File: config.mk
export PLATFORM = sky130hd
export DESIGN_NAME = traffic_light_monitor
export DESIGN_NICKNAME = d
export VERILOG_FILES = /design/src/rtl/tlc_pkg.sv /design/src/rtl/tlc_dwell_cnt.sv /design/src/rtl/traffic_light_monitor.sv
export SDC_FILE = /design/constraint.sdc
export NUM_CORES = 1
export LEC_CHECK = 0
export BUFFER_PORTS_ARGS = -buffer_cell sky130_fd_sc_hd__buf_2
export CAP_MARGIN = 40
export CELL_PAD_IN_SITES_DETAIL_PLACEMENT = 0
export CELL_PAD_IN_SITES_GLOBAL_PLACEMENT = 1
export CORE_AREA = 4 4 97 62
export CTS_BUF_LIST = sky130_fd_sc_hd__clkbuf_2
export CTS_CLUSTER_DIAMETER = 40
export DETAILED_ROUTE_END_ITERATION = 10
export DIE_AREA = 0 0 101 66
export PLACE_DENSITY_LB_ADDON = 0.2
export SLEW_MARGIN = 15
export SYNTH_ARGS = -nofsm -noshare
export SYNTH_HDL_FRONTEND = slang
export SYNTH_SLANG_ARGS = --single-unit
File: constraint.sdc
create_clock -name clk -period 4.7 [get_ports clk]
set_input_delay 0.235 -clock clk [delete_from_list [all_inputs] [get_ports clk]]
set_output_delay 0.235 -clock clk [all_outputs]
set_load 0.005 [all_outputs]
File: src/rtl/tlc_pkg.sv
// Shared definitions for the traffic light monitor: lamp encodings, direction
// and FSM state enums, and the fixed N->S->E->W rotation order.
package tlc_pkg;

  localparam logic [2:0] LAMP_RED = 3'b100;
  localparam logic [2:0] LAMP_YEL = 3'b010;
  localparam logic [2:0] LAMP_GRN = 3'b001;

  typedef enum logic [1:0] {
    DIR_N = 2'd0,
    DIR_S = 2'd1,
    DIR_E = 2'd2,
    DIR_W = 2'd3
  } dir_e;

  typedef enum logic [1:0] {
    ST_IDLE   = 2'd0,
    ST_GREEN  = 2'd1,
    ST_YELLOW = 2'd2,
    ST_ALLRED = 2'd3
  } state_e;

  // Direction that must go green after d finishes; W wraps back to N.
  function automatic dir_e next_dir(input dir_e d);
    return dir_e'(d + 2'd1);
  endfunction

  function automatic logic is_lamp(input logic [2:0] v);
    return (v == LAMP_RED) || (v == LAMP_YEL) || (v == LAMP_GRN);
  endfunction

endpackage

File: src/rtl/tlc_dwell_cnt.sv
// Saturating dwell counter for the monitor FSM.
//   clk, rst_a  : clock, asynchronous active-low reset (count -> 0)
//   restart_i   : load 1 (first cycle of a newly entered state)
//   limit_i     : dwell limit of the current state
//   at_limit_o  : count == limit
//   below_o     : count <  limit
module tlc_dwell_cnt #(
  parameter int unsigned CNT_W = 6
) (
  input  logic             clk,
  input  logic             rst_a,
  input  logic             restart_i,
  input  logic [CNT_W-1:0] limit_i,
  output logic             at_limit_o,
  output logic             below_o
);

  logic [CNT_W-1:0] count_q;

  always_ff @(posedge clk or negedge rst_a) begin
    if (!rst_a) begin
      count_q <= '0;
    end else if (restart_i) begin
      count_q <= CNT_W'(1);
    end else if (count_q != '1) begin
      count_q <= count_q + CNT_W'(1);
    end
  end

  assign at_limit_o = (count_q == limit_i);
  assign below_o    = (count_q <  limit_i);

endmodule

File: src/rtl/traffic_light_monitor.sv
// Traffic light sequence monitor. Observes four lamp buses and checks
// encoding, mutual exclusion, per-bus step legality, N->S->E->W order and
// green/yellow dwell times. All outputs are registered: one cycle latency.
//   clk, rst_a            : clock, asynchronous active-low reset
//   n/s/e/w_lights        : lamp buses (100 red, 010 yellow, 001 green)
//   clr                   : synchronous clear of err_sticky
//   phase, phase_valid    : lit direction and whether exactly one is legally lit
//   err_conflict/encoding/transition/timing : single-cycle error pulses
//   err_sticky            : latched pulses {timing, transition, encoding, conflict}
//   rotations             : count of clean full rotations (wraps)
module traffic_light_monitor
  import tlc_pkg::*;
#(
  parameter int unsigned GREEN_CYC  = 8,
  parameter int unsigned YELLOW_CYC = 3,
  parameter int unsigned CNT_W      = 6
) (
  input  logic       clk,
  input  logic       rst_a,
  input  logic [2:0] n_lights,
  input  logic [2:0] s_lights,
  input  logic [2:0] e_lights,
  input  logic [2:0] w_lights,
  input  logic       clr,
  output logic [1:0] phase,
  output logic       phase_valid,
  output logic       err_conflict,
  output logic       err_encoding,
  output logic       err_transition,
  output logic       err_timing,
  output logic [3:0] err_sticky,
  output logic [7:0] rotations
);

  localparam logic [CNT_W-1:0] G_LIM = CNT_W'(GREEN_CYC);
  localparam logic [CNT_W-1:0] Y_LIM = CNT_W'(YELLOW_CYC);

  state_e      state_q, state_d;
  dir_e        exp_q, exp_d;
  logic        untimed_q, untimed_d;
  logic        rot_ok_q, rot_ok_d;
  logic [1:0]  phase_q, phase_d;
  logic        valid_q, valid_d;
  logic [3:0]  pulse_q, pulse_d;
  logic [3:0]  sticky_q, sticky_d;
  logic [7:0]  rot_q, rot_d;

  logic [2:0]  bus [4];
  logic [2:0]  lit_cnt;
  logic        enc_bad, conflict, all_red;
  dir_e        lit_dir;
  logic [2:0]  lit_val, act_val;
  logic        e_trans, e_time, rot_evt, n_start;
  logic        at_lim, below;
  logic [CNT_W-1:0] limit;

  always_comb begin : decode
    bus[0]  = n_lights;
    bus[1]  = s_lights;
    bus[2]  = e_lights;
    bus[3]  = w_lights;
    lit_cnt = '0;
    enc_bad = 1'b0;
    lit_dir = DIR_N;
    for (int unsigned i = 0; i < 4; i++) begin
      if (!is_lamp(bus[i])) enc_bad = 1'b1;
      if (bus[i] != LAMP_RED) begin
        lit_cnt = lit_cnt + 3'd1;
        lit_dir = dir_e'(i[1:0]);
      end
    end
  end

  assign conflict = (lit_cnt > 3'd1);
  assign all_red  = (lit_cnt == 3'd0);
  assign lit_val  = bus[lit_dir];
  assign act_val  = bus[exp_q];
  assign limit    = (state_q == ST_YELLOW) ? Y_LIM : G_LIM;

  tlc_dwell_cnt #(.CNT_W(CNT_W)) u_dwell (
    .clk        (clk),
    .rst_a      (rst_a),
    .restart_i  (state_d != state_q),
    .limit_i    (limit),
    .at_limit_o (at_lim),
    .below_o    (below)
  );

  // untimed_q marks a green phase picked up mid-way after an error: its start
  // was not observed, so its dwell is not checked (avoids a second error for
  // the same event). Cleared once all-red or a fresh yellow is seen.
  always_comb begin : next_state
    state_d   = state_q;
    exp_d     = exp_q;
    untimed_d = untimed_q;
    e_trans   = 1'b0;
    e_time    = 1'b0;
    rot_evt   = 1'b0;
    n_start   = 1'b0;
    if (conflict || enc_bad) begin
      state_d   = ST_IDLE;
      untimed_d = 1'b1;
    end else begin
      unique case (state_q)
        ST_IDLE: begin
          if (all_red) begin
            untimed_d = 1'b0;
          end else if (lit_val == LAMP_GRN) begin
            state_d = ST_GREEN;
            exp_d   = lit_dir;
            n_start = (lit_dir == DIR_N) && !untimed_q;
          end
        end
        ST_GREEN: begin
          if (act_val == LAMP_GRN) begin
            e_time = !untimed_q && at_lim;
          end else if (act_val == LAMP_YEL) begin
            state_d   = ST_YELLOW;
            untimed_d = 1'b0;
            e_time    = !untimed_q && below;
          end else begin
            e_trans   = 1'b1;
            state_d   = ST_IDLE;
            untimed_d = 1'b1;
          end
        end
        ST_YELLOW: begin
          if (act_val == LAMP_YEL) begin
            e_time = at_lim;
          end else if (all_red) begin
            state_d = ST_ALLRED;
            e_time  = below;
            rot_evt = (exp_q == DIR_W);
          end else begin
            e_trans   = 1'b1;
            state_d   = ST_IDLE;
            untimed_d = 1'b1;
          end
        end
        ST_ALLRED: begin
          if (!all_red) begin
            if (lit_val == LAMP_GRN && lit_dir == next_dir(exp_q)) begin
              state_d = ST_GREEN;
              exp_d   = lit_dir;
              n_start = (lit_dir == DIR_N);
            end else begin
              e_trans   = 1'b1;
              state_d   = ST_IDLE;
              untimed_d = 1'b1;
            end
          end
        end
        default: state_d = ST_IDLE;
      endcase
    end
  end

  always_comb begin : outputs
    phase_d = phase_q;
    valid_d = 1'b0;
    if (lit_cnt == 3'd1 && !enc_bad) begin
      valid_d = 1'b1;
      phase_d = lit_dir;
    end
    pulse_d  = {e_time, e_trans, enc_bad, conflict};
    sticky_d = (clr ? 4'b0000 : sticky_q) | pulse_d;
    rot_ok_d = rot_ok_q;
    if (|pulse_d)     rot_ok_d = 1'b0;
    else if (n_start) rot_ok_d = 1'b1;
    rot_d = rot_q;
    if (rot_evt && rot_ok_q && !e_time) rot_d = rot_q + 8'd1;
  end

  always_ff @(posedge clk or negedge rst_a) begin : regs
    if (!rst_a) begin
      state_q   <= ST_IDLE;
      exp_q     <= DIR_N;
      untimed_q <= 1'b0;
      rot_ok_q  <= 1'b0;
      phase_q   <= '0;
      valid_q   <= 1'b0;
      pulse_q   <= '0;
      sticky_q  <= '0;
      rot_q     <= '0;
    end else begin
      state_q   <= state_d;
      exp_q     <= exp_d;
      untimed_q <= untimed_d;
      rot_ok_q  <= rot_ok_d;
      phase_q   <= phase_d;
      valid_q   <= valid_d;
      pulse_q   <= pulse_d;
      sticky_q  <= sticky_d;
      rot_q     <= rot_d;
    end
  end

  assign phase          = phase_q;
  assign phase_valid    = valid_q;
  assign err_conflict   = pulse_q[0];
  assign err_encoding   = pulse_q[1];
  assign err_transition = pulse_q[2];
  assign err_timing     = pulse_q[3];
  assign err_sticky     = sticky_q;
  assign rotations      = rot_q;

endmodule

==> results.yml, run 1 <==
clocking:
  tritoncts: "built"
  path_clk_slew_ns: 0.17
  postCtsSetupRepairBufs: 0
  root_buffer: "clkbuf_2"
  clock_insertion_delay_worst_skew_ns: 0.35
  cts.path.max_buffers: 2
  numClockSinks: 31
  numCtsBuffers: 5
  htree_num_levels: 2
power:
  power.density_cell_area_nw_per_um2: 275
  static_leakage_uw: 0.00118
  irDropWorstVdd_mv: 0.143
sta:
  drv_slew: 0
  finalWorstPathRequiredPeriod_ns: 3.24
  setup_repair_after_global_routing_missed_its_margin: "false"
  finalClockSkew_ns: 0.0123
  finalHoldViolations: 0
  timing.fmax_mhz: 309
  worst_hold_slack_ns: 0.295
  timing.setup.tns_ns: 0
  timing.slew.headroom_pct: 49.5
  timing_worst_slew_pin_value_ns: 0.752
  finalSetupViolations: 0
  min_period_over_period_pct: 68.9
logic_synthesis:
  ys_seq_area_share_pct: 34.7
  synth_most_common_cell: "dfrtp_1"
  synth_edf_count: 0
  synthCells: 235
  synthTopCellsByArea: "dfrtp_1 35%, ha_1 7.3%, xnor2_1 3.9%"
  ys.flop_type: "dfrtp_1"
  synth_seq_cells: 31
  postSynthNetCount: 263
  share_of_flip_flops_with_an_asynchronous_set_or_reset_pct: 100
  yosysWarningCount: 0
  yosys.cell_types.count: 62
  netlist_top_cells_count: "31 x dfrtp_1, 19 x nor2_1, 16 x o21ai_0, 15 x inv_1, 14 x nand2_1"
  netlist.area_leader.share_pct: 34.7
  postSynthAreaPerCell_um2: 9.51
  syn_area_um2: 2240
  synth.largest_area_cell: "dfrtp_1"
global_route:
  grt_first_pass_wirelength_um: 8680
  grt_max_degree: 32
  grt_overflow_total: 0
  grt_antenna_before_repair: 0
  first_global_vias: 1819
  groute.usage.overall_pct: 16.2
routing:
  drt-vias-per-instance: 5.55
  dr.first_iter.drc_count: 95
  number_of_remaining_drc_errors: 0
  drt_first_pass_iters: 4
  route.final.wire_length_um: 4870
  drt.antenna.violating_nets: 0
  wl_per_cell_um: 14.3
  routed-via-count: 1888
layout:
  final_net_count: 301
  area_growth_syn_to_layout_pct: 14.0
  instances_no_fill: 340
  final_layout_size_suffix_gt1_share_pct: 23.4
  fillCellCount: 473
  antennaDiodeCount: 0
critical_path:
  path_max_fanout: 8
  worst-setup-path-type: "reg2reg"
  crit_required_ns: 4.96
  critPathArrivalTime_ns: 3.50
  r2r_slack_ns: 1.46
  crit_path_start_kind: "register"
  critical_path.endpoint_type: "register"
place:
  place.detailed.hpwl_um: 3880
  placedCellCount: 330
  buffer_ports.inserted: 33
  place_congestion: 0.873
floorplan:
  die_footprint_um2: 6670
  die_height_um: 66
  die_w_um: 101
  num_ports: 34
  cell_row_count: 20
  fp.coreArea_um2: 5030
  floorplan.initialDensity_pct: 44.5
run:
  maxCapViolCount: 0
min_path:
  hold_path_class: "in2reg"
status:
  status: "finished clean"
[metal layers]
metal	part of all wire (%)	global-route usage [%]	vias to the layer above
met4	0.16	1.49	0
met3	6.0	5.16	2
met5	0	0	-
met1	53	24.2	898
met2	41	23.6	46
li1	-	-	942
[registers in the layout, indices dropped and copies added, names as in the netlist]
register         count
err_sticky           4
exp_q                2
phase                2
phase_valid          1
pulse_q              4
rot_ok_q             1
rotations            8
state_q              2
u_dwell.count_q      6
untimed_q            1
[report_power, final]
part | leakage [uW] | switching [uW] | total (uW) | internal [uW]
Combinational | 0.000741 | 95.1 | 187 | 91.5
Sequential | 0.000395 | 36.6 | 337 | 300
Clock | 0.0000404 | 90.8 | 179 | 87.7
Total | 0.00118 | 223 | 702 | 479
[per-stage QoR]
stage / setup slack [ns] / power, uW / utilization, % / instance area [um^2]
after floorplan: 1.85 / 471 / - / 2240
after global placement: 1.19 / 529 / 48.9 / 2460
after detailed placement: 1.14 / 527 / 49.0 / 2460
after CTS: 1.45 / 711 / 50.5 / 2540
after global routing: 1.18 / 762 / 50.7 / 2550
final: 1.46 / 702 / 50.7 / 2550
[cells by family (layout without fill, tap and decap cells)]
group | count (synthesis) | after routing | share of synthesized area, %
multiplexers | 11 | 11 | 7.22
AO/OA/AOI/OAI | 50 | 50 | 15.8
AND/OR/NAND/NOR | 95 | 95 | 25.5
buffers and inverters | 20 | 59 | 3.58
adder cells (fa/ha/maj) | 13 | 13 | 7.27
XOR/XNOR | 15 | 15 | 5.88
flip-flops | 31 | 31 | 34.7
[layout by cell type, fill, tap and decap left out, types with 4 or more instances in the layout]
cell and instances:
xnor2_1 10, nand4_1 4, nand2b_1 5, xor2_1 5, nand2_1 14, nand3_1 7, a21o_1 4, dfrtp_1 31
inv_1 15, nor3_1 8, clkbuf_2 5, and3_1 4, ha_1 13, buf_2 34, o21ai_0 16, mux2_2 4
nor2_1 19, a21oi_1 5
[worst paths after layout]
path | start | endpoint | depth (start not counted)
worst max-delay path | state_q[0]$_DFF_PN0_ | rotations[1]$_DFFE_PN0P_ | 11
worst min-delay path | e_lights[0] | phase[1]$_DFFE_PN0P_ | 3
worst max register to register | state_q[0]$_DFF_PN0_ | rotations[1]$_DFFE_PN0P_ | 11
worst min register to register | rotations[7]$_DFFE_PN0P_ | rotations[7]$_DFFE_PN0P_ | 1
max in group asynchronous | rst_a | phase[1]$_DFFE_PN0P_ | 2
min in group asynchronous | rst_a | u_dwell.count_q[4]$_DFFE_PN0P_ | 2
[critical path: stages, from the launching register on]
cell,delay (ns)
dfrtp_1,0.49
inv_1,0.17
ha_1,0.31
inv_1,0.13
ha_1,0.30
nor2b_1,0.13
o31a_1,0.23
nor4_1,0.43
a22o_1,0.26
a211oi_1,0.10
and4bb_1,0.31
mux2_2,0.30
[final cells by class]
type	instances	area, um^2	area share (%)
sequential	31	776	30.4
inverter	15	56.3	2.21
multi-input combinational	184	1380	54.1
clock inverter	3	38.8	1.52
timing repair buffer	36	190	7.46
tap	66	82.6	3.24
clock buffer	5	25.0	0.982
[repair_timing]
item	in CTS	in global routing
resized for setup	0	0
hold buffers	1	1
endpoints found under the hold margin	31	1
Power figures use the tool's default switching activity.
==> run 2, diff against run 1 <==
--- a/config.mk
+++ b/config.mk
@@ -9,11 +9,11 @@
 export CAP_MARGIN = 40
 export CELL_PAD_IN_SITES_DETAIL_PLACEMENT = 0
 export CELL_PAD_IN_SITES_GLOBAL_PLACEMENT = 1
-export CORE_AREA = 4 4 97 62
+export CORE_AREA = 4 4 101 65
 export CTS_BUF_LIST = sky130_fd_sc_hd__clkbuf_2
 export CTS_CLUSTER_DIAMETER = 40
 export DETAILED_ROUTE_END_ITERATION = 10
-export DIE_AREA = 0 0 101 66
+export DIE_AREA = 0 0 105 69
 export PLACE_DENSITY_LB_ADDON = 0.2
 export SLEW_MARGIN = 15
 export SYNTH_ARGS = -nofsm -noshare
==> constraint.sdc (replaced) <==
create_clock -name clk -period 2.9 [get_ports clk]
set_input_delay 0.145 -clock clk [delete_from_list [all_inputs] [get_ports clk]]
set_output_delay 0.145 -clock clk [all_outputs]
set_load 0.005 [all_outputs]
==> results.yml, run 2 (synthesis gave the netlist of run 1 again) <==
status:
  status: "finished clean"
floorplan:
  die_w_um: 105
  floorplan.initialDensity_pct: 40.5
  die_footprint_um2: 7250
  num_ports: 34
  cell_row_count: 21
  die_height_um: 69
  fp.coreArea_um2: 5520
sta:
  timing_worst_slew_pin_value_ns: 0.671
  min_period_over_period_pct: 95.8
  timing.fmax_mhz: 360
  setup_ws_ns: 0.122
  finalClockSkew_ns: 0.0149
  timing.slew.headroom_pct: 55.2
  worst_hold_slack_ns: 0.315
  finalSetupViolations: 0
  finalWorstPathRequiredPeriod_ns: 2.78
  finalHoldViolations: 0
  setup_repair_after_global_routing_missed_its_margin: "false"
  timing.setup.tns_ns: 0
  drv_slew: 0
critical_path:
  crit_required_ns: 3.17
  path_max_fanout: 8
  critPathArrivalTime_ns: 3.05
  timing.critical_path.slowest_cell_delay_ns: 0.42
  timing.critical_path.cells: "inv_1 > ha_1 > inv_1 > ha_1 > nor2b_1 > o31a_1 > nor4_2 > a22o_1 > a211oi_2 > and4bb_1 > buf_4 > mux2_2"
  worst_path_max_delay_cell: "dfrtp_1"
  crit_path_start_kind: "register"
  worst-setup-path-type: "reg2reg"
  critical_path.endpoint_type: "register"
clocking:
  root_buffer: "clkbuf_2"
  clock_insertion_delay_worst_skew_ns: 0.37
  numClockSinks: 31
  cts.path.max_buffers: 2
  tritoncts: "built"
  numCtsBuffers: 5
  path_clk_slew_ns: 0.17
  postCtsSetupRepairBufs: 0
  htree_num_levels: 2
power:
  clockPowerShare_pct: 24.7
  power.density_cell_area_nw_per_um2: 424
  pwr-share-comb_pct: 28.7
  finalPower_uw: 1190
  static_leakage_uw: 0.00133
  p_sw_share_pct: 32.8
  irDropWorstVdd_mv: 0.236
  fraction_of_power_consumed_by_sequential_logic_pct: 46.7
  switchingPower_uw: 390
  cell_internal_pwr_uw: 801
routing:
  route.final.wire_length_um: 5910
  drt-vias-per-instance: 5.37
  number_of_remaining_drc_errors: 0
  drt.antenna.violating_nets: 0
  drt_first_pass_iters: 5
  dr.first_iter.drc_count: 119
  wl_per_cell_um: 15.7
  routed-via-count: 2015
place:
  place_congestion: 0.919
  buffer_ports.inserted: 33
  place.detailed.hpwl_um: 4850
  detailedPlace.worstSlack_ns: -0.112
layout:
  final_cell_mix: "33 x buf_2, 33 x buf_4, 30 x dfrtp_1"
  area_growth_syn_to_layout_pct: 25.6
  antennaDiodeCount: 0
  final_layout_size_suffix_gt1_share_pct: 32.4
  final_net_count: 333
  fillCellCount: 527
  final_util_pct: 50.9
  largest_register_ffs: 8
global_route:
  grt_max_degree: 32
  grt_antenna_before_repair: 0
  groute.usage.overall_pct: 16.9
  first_global_vias: 1849
  grt_first_pass_wirelength_um: 9800
  grt_overflow_total: 0
min_path:
  hold_path_class: "in2async"
run:
  maxCapViolCount: 0
[run 2: cell types whose count changed in the layout (fill, tap and decap cells not counted)]
cell      previous run  this run
nor4_1               3         2
nor4_2               0         1
a211oi_1             2         1
dfrtp_2              0         1
dfrtp_1             31        30
buf_2               34        33
a211oi_2             0         1
buf_4                0        33
[run 2: final timing paths]
path	start	to	slack, ns	cells after the start
max	state_q[0]$_DFF_PN0_	rotations[1]$_DFFE_PN0P_	0.12	12
min	rst_a	untimed_q$_DFFE_PN0P_	0.31	2
max reg2reg	state_q[0]$_DFF_PN0_	rotations[1]$_DFFE_PN0P_	0.12	12
min reg2reg	err_sticky[3]$_DFF_PN0_	err_sticky[3]$_DFF_PN0_	0.49	1
max in group asynchronous	rst_a	exp_q[0]$_DFFE_PN0P_	2.09	2
min in group clk	e_lights[0]	phase[1]$_DFFE_PN0P_	0.32	4
[run 2: what timing repair did]
action                                  CTS  global route
endpoints found under the setup margin    0             8
hold endpoints to repair                 32             0
hold buffers                              2             0
gates resized for setup                   0             3
[run 2: power groups by stage]
stage,registers (uW),clock network (uW),logic [uW]
after detailed placement,557,0,341
final,556,294,341
after global placement,560,0,332
after floorplan,540,0,223
after CTS,553,301,339
after global routing,566,323,386
[run 2: worst max-delay path, delay by kind of cell (launching register included)]
| family | cells | cell delay [ns] |
|---|---|---|
| AO/OA/AOI/OAI | 3 | 0.65 |
| multiplexers | 1 | 0.34 |
| flip-flops | 1 | 0.42 |
| buffers and inverters | 3 | 0.35 |
| adder cells (fa/ha/maj) | 2 | 0.50 |
| AND/OR/NAND/NOR | 3 | 0.43 |
[run 2: final cells by class]
cell class / count / area, um^2 / area share (%)
clock inverters: 3 / 38.8 / 1.38
clock buffers: 5 / 25.0 / 0.891
well taps: 69 / 86.3 / 3.07
inverters: 15 / 56.3 / 2.01
multi-input cells: 184 / 1390 / 49.6
flip-flops and latches: 31 / 777 / 27.7
repair buffers: 68 / 433 / 15.4
[run 2: through the flow]
stage | std cells | area (um^2)
floorplan | 235 | 2240
global placement | 365 | 2710
detailed placement | 365 | 2710
CTS | 375 | 2800
global route | 375 | 2810
finish | 375 | 2810
[run 2: metal layers]
layer  up-vias  global-route usage, %  part of all wire (%)
met5         -                      0                     0
met4         0                   4.37                  0.98
met3         6                   3.82                   5.5
met2        60                   21.2                    37
met1       940                   28.0                    57
li1       1009                      -                     -
